$ cat src/rtl/t04_mem_arbiter_if.sv
// Requester and memory-bus signal bundle for the three-way memory arbiter.
// master: arbiter view (drives acks and the bus); slave: requesters + memory.
interface t04_mem_arbiter_if;
  // instruction fetch
  logic        i_req;
  logic [31:0] i_addr;
  logic        i_ack;
  logic [31:0] i_rdata;
  // datapath load/store
  logic        d_read;
  logic        d_write;
  logic [31:0] d_addr;
  logic [31:0] d_wdata;
  logic        d_ack;
  logic [31:0] d_rdata;
  // display write path
  logic        v_req;
  logic [31:0] v_addr;
  logic [31:0] v_wdata;
  logic        v_ack;
  // external memory bus
  logic        m_cyc;
  logic        m_we;
  logic [31:0] m_addr;
  logic [31:0] m_wdata;
  logic [31:0] m_rdata;
  logic        m_ack;
  logic        bus_err;

  modport master (
    input  i_req, i_addr, d_read, d_write, d_addr, d_wdata,
           v_req, v_addr, v_wdata, m_rdata, m_ack,
    output i_ack, i_rdata, d_ack, d_rdata, v_ack,
           m_cyc, m_we, m_addr, m_wdata, bus_err
  );

  modport slave (
    output i_req, i_addr, d_read, d_write, d_addr, d_wdata,
           v_req, v_addr, v_wdata, m_rdata, m_ack,
    input  i_ack, i_rdata, d_ack, d_rdata, v_ack,
           m_cyc, m_we, m_addr, m_wdata, bus_err
  );
endinterface

$ cat src/rtl/t04_mem_arbiter.sv
// Three-way arbiter for the single external memory port: fetch, load/store
// and display write. One owner per transaction (IDLE -> WAIT -> RESP),
// display anti-starvation override and a bus-hang timeout.
module t04_mem_arbiter #(
  parameter int TIMEOUT      = 255,
  parameter int STARVE_LIMIT = 8
) (
  input  logic              clk,
  input  logic              rst,
  t04_mem_arbiter_if.master bus
);
  localparam int          TW       = $clog2(TIMEOUT + 1);
  localparam int          SW       = $clog2(STARVE_LIMIT + 1);
  localparam logic [31:0] ERR_DATA = 32'hDEAD_BEEF;

  typedef enum logic [1:0] {IDLE, WAIT, RESP} state_t;
  typedef enum logic [1:0] {OWN_D, OWN_I, OWN_V} owner_t;

  typedef struct packed {
    owner_t      owner;
    logic        we;
    logic        rd;
    logic [31:0] addr;
    logic [31:0] wdata;
  } txn_t;

  state_t        state_q, state_d;
  txn_t          txn_q, gnt_txn;
  logic [TW-1:0] tcnt_q;
  logic [SW-1:0] starve_q;
  logic          err_q;
  logic [31:0]   i_rdata_q, d_rdata_q;
  logic          any_req, v_force, grant, tmo, cap;

  // Pick the winner among pending requests and build its transaction.
  always_comb begin
    gnt_txn = '0;
    any_req = bus.i_req | bus.d_read | bus.d_write | bus.v_req;
    v_force = bus.v_req && (starve_q >= SW'(STARVE_LIMIT));
    if (v_force) begin
      gnt_txn.owner = OWN_V;
      gnt_txn.we    = 1'b1;
      gnt_txn.addr  = bus.v_addr;
      gnt_txn.wdata = bus.v_wdata;
    end else if (bus.d_read | bus.d_write) begin
      // a simultaneous read+write is issued as a write
      gnt_txn.owner = OWN_D;
      gnt_txn.we    = bus.d_write;
      gnt_txn.rd    = ~bus.d_write;
      gnt_txn.addr  = bus.d_addr;
      gnt_txn.wdata = bus.d_wdata;
    end else if (bus.i_req) begin
      gnt_txn.owner = OWN_I;
      gnt_txn.rd    = 1'b1;
      gnt_txn.addr  = bus.i_addr;
    end else begin
      gnt_txn.owner = OWN_V;
      gnt_txn.we    = 1'b1;
      gnt_txn.addr  = bus.v_addr;
      gnt_txn.wdata = bus.v_wdata;
    end
  end

  // Next-state: grant in IDLE, complete or time out in WAIT, ack in RESP.
  always_comb begin
    state_d = state_q;
    grant   = 1'b0;
    cap     = 1'b0;
    tmo     = 1'b0;
    case (state_q)
      IDLE: if (any_req) begin
        grant   = 1'b1;
        state_d = WAIT;
      end
      WAIT: if (bus.m_ack) begin
        // m_ack beats a timeout landing on the same cycle
        cap     = 1'b1;
        state_d = RESP;
      end else if (tcnt_q == TW'(TIMEOUT - 1)) begin
        tmo     = 1'b1;
        state_d = RESP;
      end
      RESP:    state_d = IDLE;
      default: state_d = IDLE;
    endcase
  end

  // State register; async reset drops m_cyc at once, aborting any WAIT.
  always_ff @(posedge clk or negedge rst) begin
    if (!rst) state_q <= IDLE;
    else      state_q <= state_d;
  end

  // Latch the granted transaction and run the WAIT-cycle timeout counter.
  always_ff @(posedge clk or negedge rst) begin
    if (!rst) begin
      txn_q  <= '0;
      tcnt_q <= '0;
    end else if (grant) begin
      txn_q  <= gnt_txn;
      tcnt_q <= '0;
    end else if (state_q == WAIT && !cap && !tmo) begin
      tcnt_q <= tcnt_q + TW'(1);
    end
  end

  // Count display losses in IDLE; clear when the display wins.
  always_ff @(posedge clk or negedge rst) begin
    if (!rst) begin
      starve_q <= '0;
    end else if (grant) begin
      if (gnt_txn.owner == OWN_V)
        starve_q <= '0;
      else if (bus.v_req && starve_q < SW'(STARVE_LIMIT))
        starve_q <= starve_q + SW'(1);
    end
  end

  // Capture read data or the error pattern into the owner's rdata register.
  always_ff @(posedge clk or negedge rst) begin
    if (!rst) begin
      i_rdata_q <= '0;
      d_rdata_q <= '0;
      err_q     <= 1'b0;
    end else if (cap) begin
      if (txn_q.rd) begin
        case (txn_q.owner)
          OWN_I:   i_rdata_q <= bus.m_rdata;
          OWN_D:   d_rdata_q <= bus.m_rdata;
          default: ;
        endcase
      end
    end else if (tmo) begin
      err_q <= 1'b1;
      case (txn_q.owner)
        OWN_I:   i_rdata_q <= ERR_DATA;
        OWN_D:   d_rdata_q <= ERR_DATA;
        default: ;
      endcase
    end else if (state_q == RESP) begin
      err_q <= 1'b0;
    end
  end

  assign bus.m_cyc   = (state_q == WAIT);
  assign bus.m_we    = txn_q.we;
  assign bus.m_addr  = txn_q.addr;
  assign bus.m_wdata = txn_q.wdata;
  assign bus.i_ack   = (state_q == RESP) && (txn_q.owner == OWN_I);
  assign bus.d_ack   = (state_q == RESP) && (txn_q.owner == OWN_D);
  assign bus.v_ack   = (state_q == RESP) && (txn_q.owner == OWN_V);
  assign bus.bus_err = (state_q == RESP) && err_q;
  assign bus.i_rdata = i_rdata_q;
  assign bus.d_rdata = d_rdata_q;
endmodule

$ cat src/flat_wrapper.sv
// flat-port wrapper written by rule: the top's interface ports become plain ports
module t04_mem_arbiter_flat 
#(
  parameter int TIMEOUT      = 255,
  parameter int STARVE_LIMIT = 8
)
  (clk, rst, bus_i_req, bus_i_addr, bus_d_read, bus_d_write, bus_d_addr, bus_d_wdata, bus_v_req, bus_v_addr, bus_v_wdata, bus_m_rdata, bus_m_ack, bus_i_ack, bus_i_rdata, bus_d_ack, bus_d_rdata, bus_v_ack, bus_m_cyc, bus_m_we, bus_m_addr, bus_m_wdata, bus_bus_err);
  t04_mem_arbiter_if bus_i ();
  input  logic clk;
  input  logic rst;
  input wire logic [$bits(bus_i.i_req)-1:0] bus_i_req;
  input wire logic [$bits(bus_i.i_addr)-1:0] bus_i_addr;
  input wire logic [$bits(bus_i.d_read)-1:0] bus_d_read;
  input wire logic [$bits(bus_i.d_write)-1:0] bus_d_write;
  input wire logic [$bits(bus_i.d_addr)-1:0] bus_d_addr;
  input wire logic [$bits(bus_i.d_wdata)-1:0] bus_d_wdata;
  input wire logic [$bits(bus_i.v_req)-1:0] bus_v_req;
  input wire logic [$bits(bus_i.v_addr)-1:0] bus_v_addr;
  input wire logic [$bits(bus_i.v_wdata)-1:0] bus_v_wdata;
  input wire logic [$bits(bus_i.m_rdata)-1:0] bus_m_rdata;
  input wire logic [$bits(bus_i.m_ack)-1:0] bus_m_ack;
  output wire logic [$bits(bus_i.i_ack)-1:0] bus_i_ack;
  output wire logic [$bits(bus_i.i_rdata)-1:0] bus_i_rdata;
  output wire logic [$bits(bus_i.d_ack)-1:0] bus_d_ack;
  output wire logic [$bits(bus_i.d_rdata)-1:0] bus_d_rdata;
  output wire logic [$bits(bus_i.v_ack)-1:0] bus_v_ack;
  output wire logic [$bits(bus_i.m_cyc)-1:0] bus_m_cyc;
  output wire logic [$bits(bus_i.m_we)-1:0] bus_m_we;
  output wire logic [$bits(bus_i.m_addr)-1:0] bus_m_addr;
  output wire logic [$bits(bus_i.m_wdata)-1:0] bus_m_wdata;
  output wire logic [$bits(bus_i.bus_err)-1:0] bus_bus_err;
  assign bus_i.i_req = bus_i_req;
  assign bus_i.i_addr = bus_i_addr;
  assign bus_i.d_read = bus_d_read;
  assign bus_i.d_write = bus_d_write;
  assign bus_i.d_addr = bus_d_addr;
  assign bus_i.d_wdata = bus_d_wdata;
  assign bus_i.v_req = bus_v_req;
  assign bus_i.v_addr = bus_v_addr;
  assign bus_i.v_wdata = bus_v_wdata;
  assign bus_i.m_rdata = bus_m_rdata;
  assign bus_i.m_ack = bus_m_ack;
  assign bus_i_ack = bus_i.i_ack;
  assign bus_i_rdata = bus_i.i_rdata;
  assign bus_d_ack = bus_i.d_ack;
  assign bus_d_rdata = bus_i.d_rdata;
  assign bus_v_ack = bus_i.v_ack;
  assign bus_m_cyc = bus_i.m_cyc;
  assign bus_m_we = bus_i.m_we;
  assign bus_m_addr = bus_i.m_addr;
  assign bus_m_wdata = bus_i.m_wdata;
  assign bus_bus_err = bus_i.bus_err;
  t04_mem_arbiter #(.TIMEOUT(TIMEOUT), .STARVE_LIMIT(STARVE_LIMIT)) u_core (.clk(clk), .rst(rst), .bus(bus_i));
endmodule
$ cat config.mk
export PLATFORM = sky130hd
export DESIGN_NAME = t04_mem_arbiter_flat
export DESIGN_NICKNAME = d
export VERILOG_FILES = /design/src/rtl/t04_mem_arbiter_if.sv /design/src/rtl/t04_mem_arbiter.sv /design/src/flat_wrapper.sv
export SDC_FILE = /design/constraint.sdc
export NUM_CORES = 1
export LEC_CHECK = 0
export CAP_MARGIN = 20
export CORE_AREA = 2 2 128 130
export CTS_CLUSTER_SIZE = 14
export DETAILED_ROUTE_END_ITERATION = 6
export DIE_AREA = 0 0 130 132
export PLACE_DENSITY = 0.86
export SETUP_SLACK_MARGIN = 0.02
export SLEW_MARGIN = 40
export SYNTH_ARGS = -nofsm -noshare
export SYNTH_HDL_FRONTEND = slang
export SYNTH_SLANG_ARGS = --single-unit
$ cat constraint.sdc
create_clock -name clk -period 3.4 [get_ports clk]
set_input_delay 0.85 -clock clk [delete_from_list [all_inputs] [get_ports clk]]
set_output_delay 0.85 -clock clk [all_outputs]
set_load 0.005 [all_outputs]
**Word-level counts from Yosys, hierarchy flattened**

Cells that the tools add are included.

- Flip-flop bits (word level): 147
- Input port bits: 199
- Output and inout port bits: 134
- Logic and storage cells: 87

- $add $sub $neg: 2
- $lt $le $gt $ge: 2
- Equality and inequality tests: 9
- Muxes and demuxes: 36
- Bitwise operators: 6
- Reductions and logical operators: 21

Operators by type and width:

| operator | count |
|---|---|
| 2-to-1 mux 32 bit | 12 |
| 2-to-1 mux 68 bit | 1 |
| 2-to-1 mux 64 bit | 1 |
| 2-to-1 mux 8 bit | 2 |
| 2-to-1 mux 1 bit | 12 |
| adder 8 x 1 -> 8 bit (second input constant) | 1 |
| == test 8 bit (second input constant) | 1 |
| logical AND 1 bit | 8 |
| 2-to-1 mux 2 bit | 4 |
| 2-to-1 mux 4 bit | 2 |
| nonzero test 2 bit | 4 |
| == test 2 bit (second input constant) | 3 |
| AND reduction 2 bit | 3 |
| AND reduction 3 bit | 2 |
| adder 4 x 1 -> 4 bit (second input constant) | 1 |
| == test 2 x 1 -> 1 bit (second input constant) | 2 |
| >= comparator 4 bit (second input constant) | 1 |
| logical NOT 2 bit | 2 |
| less-than comparator 4 bit (second input constant) | 1 |
| inequality test 2 x 1 -> 1 bit (second input constant) | 2 |
| bitwise OR 1 bit | 4 |
| case mux 2 bit (2 select lines) | 1 |
| 2-to-1 mux 3 bit | 1 |
| inequality test 3 x 2 -> 1 bit (second input constant) | 1 |
| other kinds (2) | 4 |

**Depth between registers and ports, before layout**

Gate-level depths: netlist of the first run.

- Word-level depth: 8
- Depth in mapped cells: 7
- Gate-level depth less buffers: 6

**Least setup slack after synthesis of the first run**

No wires, ideal clock.

- Path type: input to register
- From: input bus_i_req
- To: register u_core.txn_q, in the netlist u_core.bus.m_addr[23]
- Arrival: 1.887 ns
- Data required time: 3.267 ns
- Setup slack: 1.380 ns
- Stages: 6
- Path buffers: 2
- Path through: or3_4 > and2_1 > clkbuf_1 > buf_2 > o22ai_1 > o21ai_0

- Cells in the longest elaborated chain, start to end: 5
- Elaborated cells between the ends (all ways): 8
- Classes of those cells: mux (5); bitwise (3)

Ends and longest elaborated chain:

| item | RTL line | source |
|---|---|---|
| start: declaration | flat_wrapper.sv:11 | `input wire logic [$bits(bus_i.i_req)-1:0] bus_i_req;` |
| bitwise OR 1 bit (3 in series) | t04_mem_arbiter.sv:38 | `any_req = bus.i_req \| bus.d_read \| bus.d_write \| bus.v_req;` |
| 2-to-1 mux 1 bit | t04_mem_arbiter.sv:71 | `IDLE: if (any_req) begin` |
| 2-to-1 mux 1 bit | t04_mem_arbiter.sv:70 | `case (state_q)` |
| end signal: assignment | t04_mem_arbiter.sv:100 | `txn_q <= gnt_txn;` |
| end: declaration | t04_mem_arbiter.sv:28 | `txn_t txn_q, gnt_txn;` |

Parallel ways exist; a longest one is shown, timed or not.
A chain may end at the register's enable or synchronous reset.

**Final worst setup path of the first run**

- From: register u_core.state_q[0]
- To: output bus_i_ack

- Cells in the longest elaborated chain, start to end: 2

Ends and longest elaborated chain:

| item | RTL line | source |
|---|---|---|
| start: declaration | t04_mem_arbiter.sv:27 | `state_t state_q, state_d;` |
| start signal: assignment | t04_mem_arbiter.sv:91 | `else state_q <= state_d;` |
| == test 2 bit | t04_mem_arbiter.sv:149 | `assign bus.i_ack = (state_q == RESP) && (txn_q.owner == OWN_I);` |
| logical AND 1 bit | t04_mem_arbiter.sv:149 |  |
| end: declaration | flat_wrapper.sv:22 | `output wire logic [$bits(bus_i.i_ack)-1:0] bus_i_ack;` |

No other way between the ends.

==> results of run 1 <==
[sequential cells by signal (all words and copies together) (netlist names)]
name / cells
u_core.bus.m_addr: 32
u_core.starve_q: 4
u_core.bus.d_rdata: 32
u_core.txn_q: 3
u_core.state_q: 2
u_core.tcnt_q: 8
u_core.bus.m_we: 1
u_core.err_q: 1
u_core.bus.i_rdata: 32
u_core.bus.m_wdata: 32
[layout make-up]
type,instances,area share
sequential,147,0.3482
timing repair buffer,348,0.3284
multi-input combinational,379,0.2433
clock buffer,20,0.04323
tap,216,0.02558
clock inverter,12,0.009238
inverter,5,0.001777
antenna,1,0.0002369
[worst paths after layout]
| check | startpoint | end | cells past startpoint |
|---|---|---|---|
| min | rst | u_core.bus.i_rdata[0] | 1 |
| min reg2reg | u_core.bus.m_addr[13] | u_core.bus.m_addr[13] | 2 |
| min in group clk | u_core.bus.m_addr[13] | u_core.bus.m_addr[13] | 2 |
| max | u_core.state_q[0] | bus_i_ack | 3 |
| max in group asynchronous | rst | u_core.bus.i_rdata[3] | 2 |
| max reg2reg | u_core.state_q[1] | u_core.bus.d_rdata[19] | 4 |
[metal layers]
metal,share of wire,GRT usage,vias up
met3,0.088,0.07752,45
met4,0.034,0.1105,0
met1,0.38,0.3028,3039
met2,0.49,0.4069,290
li1,-,-,2880
met5,0,0,-
[logic make-up (layout without fill, tap and decap cells)]
family / Yosys count / in the layout / synth area share
fa+ha+maj: 4 / 4 / 0.007129
flops: 147 / 147 / 0.5240
buf+inv: 124 / 385 / 0.1130
other cells: 0 / 1 / 0
compound gates: 215 / 215 / 0.2509
xor+xnor: 3 / 3 / 0.003743
mux: 2 / 2 / 0.002852
simple gates: 155 / 155 / 0.09838
[Yosys cell counts (2+ instances only)]
cell type  count
buf_2         18
and2_1         3
buf_4         71
or3b_1         2
mux2i_1        2
o31ai_1        3
a221oi_1      32
nand2_1       43
o211ai_1       3
o32a_1        28
dfrtp_1      147
o21ai_2        3
buf_6          5
xnor2_1        2
o32a_2        20
nor3_1         3
nor2_1        78
clkbuf_1      21
ha_1           4
nand3_1        4
nand4_1        3
a21o_1         2
o21ai_1        7
nand2b_1       3
nor3b_1        3
and3_1         5
a32o_1        16
o21ai_0       29
inv_1          5
o22ai_1       32
o22a_1        32
buf_1          3
[through the flow]
stage | instances | instance area (sq um) | worst slack [ns] | util
2_1_floorplan | 650 | 7020 | 1.380 | -
3_3_place_gp | 1095 | 9998 | 0.4710 | 0.6363
3_5_place_dp | 1095 | 10010 | 0.5374 | 0.6369
4_1_cts | 1127 | 10560 | 0.5052 | 0.6722
5_1_grt | 1128 | 10560 | 0.4555 | 0.6723
6_report | 1128 | 10560 | 0.5222 | 0.6723
[power breakdown]
part	internal [mW]	total (mW)	switching (mW)
logic	2.23	3.88	1.65
clock network	0.987	1.76	0.776
registers	2.56	3.06	0.493
total	5.78	8.70	2.92
==> results.cfg, run 1 <==
[final_layout]
drive_gt1_frac = 0.08891
multi_input_area_sq_mm = 0.002570
final_common_cell = clkdlybuf4s50_1
final_cell_mix = 331 x clkdlybuf4s50_1, 147 x dfrtp_1, 76 x nor2_1
finalNetCount = 1101
fillers = 1213
area_delta_synth_final_pct = 50.47
register_area_sq_mm = 0.003679

[critical_path]
critical_path_required_ns = 2.55
cp_max_fo = 5
cp_slowest_stage_delay_ns = 0.59
cp-end-kind = output port
slowest_stage = clkdlybuf4s50_1
regToRegSetupSlack_ns = 1.11
crit_type = register to output port
path_cells = nand2b_1, nor3b_1, clkdlybuf4s50_1
worstPathArrival_ns = 2.03
cp_num_buf_inv = 1
cp-start-kind = register
cpLargestDelayFamily = buffers and inverters

[clocking]
cts_sinks = 147
cts-root-buf = clkbuf_16
post_cts_buffers = 0
cts-htree-levels = 4
path_clk_slew_ns = 0.06
cts_buffers = 17
cts_buffer_depth = 2
cts_hold_buf = 0
clkLatencyLatePin_ns = 0.42
cts_tree = done
cts.repair.resized = 0

[timing]
slew_headroom = 0.5176
period_minus_slack_ns = 2.878
finalSetupTns_ns = 0
hold_slack_ns = 0.4604
skew_ns = 0.008360
setup_viol = 0
finalHoldViolCount = 0
rsz0062_at_grt = no
fin_crit_sh = 0.8464
max_freq_ghz = 0.3475
slew_violations = 0
tightestPinTransition_ns = 0.7236

[power]
design_power_total_mw = 8.699
vdd_drop_max_v = 0.0004126
p_leak_nw = 4.226
p_per_area_mw_per_mm2 = 823.5

[place]
place.gp.congestion = 0.8098
io_buffers = 332
dp_hpwl_mm = 15.44

[grt]
gr-usage-all-layers = 0.2497
grt_overflow_total = 0
antenna_found_initial = 1
grt_start_max_net_pins = 76
grt_pass1_wl_mm = 33.53
grt_pass1_vias = 6263

[min_path]
min_path_type = primary input to async pin

[routing]
drt_pass1_iterations = 5
drc = 0
routed_wl_mm = 21.50
drt_iter0_markers = 341
avgRoutedWirePerCell_um = 19.06
vias = 6254
vias_per_cell = 5.544
ant_nets = 0

[logic_synthesis]
syn-num-nets = 853
synth_seq_cells = 147
syn-cell-area_sq_mm = 0.007020
synth_cells = 650
synth-edff-count = 0
ys.flop_type = dfrtp_1
synth_area_leaders = dfrtp_1 52%, buf_4 7.6%, nor2_1 4.2%, a221oi_1 4.0%, o22a_1 4.0%
synth.yosys.warnings = 0
async_flop_share = 1.000
postSynthAreaPerCell_sq_um = 10.80
yosysTopAreaCellShare = 0.5240
synth_cell_type_count = 50
synth.largest_area_cell = dfrtp_1
yosysSeqAreaShare = 0.5240

[floorplan]
die_area_sq_mm = 0.01716
die_y_um = 132
initial_utilization = 0.4468
core_sq_mm = 0.01571
rows = 46
die_w_um = 130
top_level_ports = 333

[run_status]
status = complete, no violations

[run]
max-cap-violations = 0
No activity file was read; power rests on OpenSTA's default activity.
==> run 2, diff against run 1 <==
--- a/config.mk
+++ b/config.mk
@@ -6,11 +6,10 @@
 export NUM_CORES = 1
 export LEC_CHECK = 0
 export CAP_MARGIN = 20
-export CORE_AREA = 2 2 128 130
+export CORE_UTILIZATION = 37
 export CTS_CLUSTER_SIZE = 14
 export DETAILED_ROUTE_END_ITERATION = 6
-export DIE_AREA = 0 0 130 132
-export PLACE_DENSITY = 0.86
+export PLACE_DENSITY = 0.77
 export SETUP_SLACK_MARGIN = 0.02
 export SLEW_MARGIN = 40
 export SYNTH_ARGS = -nofsm -noshare
==> constraint.sdc (replaced) <==
create_clock -name clk -period 2.35 [get_ports clk]
set_input_delay 0.5875 -clock clk [delete_from_list [all_inputs] [get_ports clk]]
set_output_delay 0.5875 -clock clk [all_outputs]
set_load 0.005 [all_outputs]
==> run 2 against run 1 <==
  * First-iteration DRC count shrank 10%
  * Via count increased by 1.5%
  * Critical path depth is the same
  * Combinational power is 50% higher
  * Routed wire length is 1.2% higher
  * Cell count increased by 3.1%
  * Sequential share of layout area is 1.0 points lower
  * Clock skew increased by 0.0036 ns
  * Die area is 14% higher
  * Count of clock-buffer cells in the layout decreased by 2
  * Setup slack worse by 0.42 ns
  * Critical path type unchanged
  * Largest cell class is now buffers
==> results.cfg, run 2 (same netlist as run 1, synthesis figures left out) <==
[floorplan]
die_y_um = 139.7
die_w_um = 139.7
top_level_ports = 333
rows = 50
initial_utilization = 0.3766
die_area_sq_mm = 0.01953
core_sq_mm = 0.01864

[critical_path]
cp-end-kind = output port
reg2reg_to = u_core.bus.d_rdata[26]
worstPathArrival_ns = 1.66
cp_num_buf_inv = 2
crit_type = register to output port
r2r_start = u_core.state_q[1]
slowest_stage = clkdlybuf4s50_1
cp-start-kind = register
ff2ff_path_depth = 4
regToRegSetupSlack_ns = 0.39
cp_max_fo = 5
cpLargestDelayFamily = buffers and inverters
critical_path_required_ns = 1.76
path_cells = nand2b_4, inv_1, clkdlybuf4s50_1
cp_slowest_stage_delay_ns = 0.53

[clocking]
cts_sinks = 147
cts_hold_buf = 0
cts_buffer_depth = 2
cts_buffers = 17
post_cts_buffers = 0
cts_tree = done
cts-htree-levels = 4
clkLatencyLatePin_ns = 0.41
cts-root-buf = clkbuf_16
path_clk_slew_ns = 0.06

[final_layout]
fin_cells = 1163
drive_gt1_frac = 0.1066
antenna_cells = 0
final_common_cell = clkdlybuf4s50_1
final_cell_mix = 327 x clkdlybuf4s50_1, 147 x dfrtp_1, 76 x nor2_1
area_delta_synth_final_pct = 54.95
finalNetCount = 1119

[timing]
tightestPinTransition_ns = 0.6763
rsz0062_at_grt = no
finalHoldViolCount = 0
hold_slack_ns = 0.1287
max_freq_ghz = 0.4445
slew_violations = 0
fin_crit_sh = 0.9574
slew_headroom = 0.5491
setup_viol = 0
skew_ns = 0.01193
layout_setup_ws_ns = 0.1002
period_minus_slack_ns = 2.250

[routing]
vias_per_cell = 5.457
avgRoutedWirePerCell_um = 18.71
vias = 6346
drc = 0
drt_pass1_iterations = 5
ant_nets = 0
drt_iter0_markers = 307
routed_wl_mm = 21.77

[place]
place.gp.congestion = 0.8033
dp_hpwl_mm = 15.94
dp.cells = 1131
pre_cts_slack_ns = -0.04047
io_buffers = 332

[grt]
grt_pass1_wl_mm = 34.24
antenna_found_initial = 0
grt_pass1_vias = 6306
grt_overflow_total = 0
grt_start_max_net_pins = 65
gr-usage-all-layers = 0.2253

[run_status]
status = complete, no violations

[run]
max-cap-violations = 0

[min_path]
min_path_type = primary input to async pin

[power]
vdd_drop_max_v = 0.0005894
p_leak_nw = 4.435
p_per_area_mw_per_mm2 = 1206
-- run 2: cell types whose count changed in the layout (fill, tap and decap cells not counted), moves of 2 or more --
cell and delta:
dlygate4sd2_1 +2, inv_6 +2, dlymetal6s2s_1 +2, buf_12 +7, bufinv_16 +3, buf_4 +11
clkinvlp_4 -2, clkdlybuf4s50_1 -4
-- run 2: how the worst max path moves through the flow --
stage               slack (ns)               endpoint  depth (start not counted)               from
global placement          0.04  u_core.bus.m_addr[15]                          5        bus_d_write
CTS                      -0.03              bus_i_ack                          3  u_core.state_q[0]
detailed placement       -0.04   u_core.bus.m_addr[7]                          5        bus_d_write
floorplan                 0.59  u_core.bus.m_addr[23]                          6          bus_i_req
global route              0.03              bus_m_cyc                          3  u_core.state_q[1]
finish                    0.10              bus_m_cyc                          3  u_core.state_q[1]
-- run 2: worst register-to-register path, delay by kind of cell, from the launching register on --
family | cells | cell delay [ns]
AOI/OAI and AO/OA | 1 | 0.32
buffers and inverters | 1 | 0.31
DFF | 1 | 0.42
and+or+nand+nor | 2 | 0.79
-- run 2: through the flow --
step	power, mW	util	TNS [ns]	area [sq um]
floorplan	7.574	-	0	7020
global placement	10.16	0.5495	0	10240
detailed placement	10.31	0.5495	-0.1795	10240
CTS	13.24	0.5832	-0.03286	10870
global route	13.94	0.5835	0	10880
finish	13.12	0.5835	0	10880
-- run 2: what timing repair did --
item / in CTS / in global routing
gates cloned: 0 / 0
resized for setup: 3 / 2
setup endpoints to repair: 3 / 2
-- run 2: cell type report --
class	count	area, sq um
timing repair buffer	366	3695
fill	1619	7765
tap	234	292.8
inverter	5	18.77
multi-input combinational	379	2566
clock inverter	14	187.7
clock buffer	18	439.2
sequential	147	3679
-- run 2: per-layer routing --
| metal | wire length, um | GRT usage | vias up |
|---|---|---|---|
| met4 | 386 | 0.08155 | 0 |
| li1 | - | - | 2910 |
| met2 | 10790 | 0.3818 | 275 |
| met3 | 1587 | 0.05781 | 25 |
| met5 | 0 | 0 | - |
| met1 | 8999 | 0.2762 | 3136 |
-- run 2: where the power goes --
| group | total [mW] | switching [mW] | internal, mW | leakage [nW] |
|---|---|---|---|---|
| logic | 5.81 | 2.41 | 3.40 | 2.34 |
| registers | 4.43 | 0.722 | 3.71 | 1.78 |
| clock network | 2.88 | 1.14 | 1.74 | 0.311 |
| total | 13.1 | 4.28 | 8.84 | 4.44 |
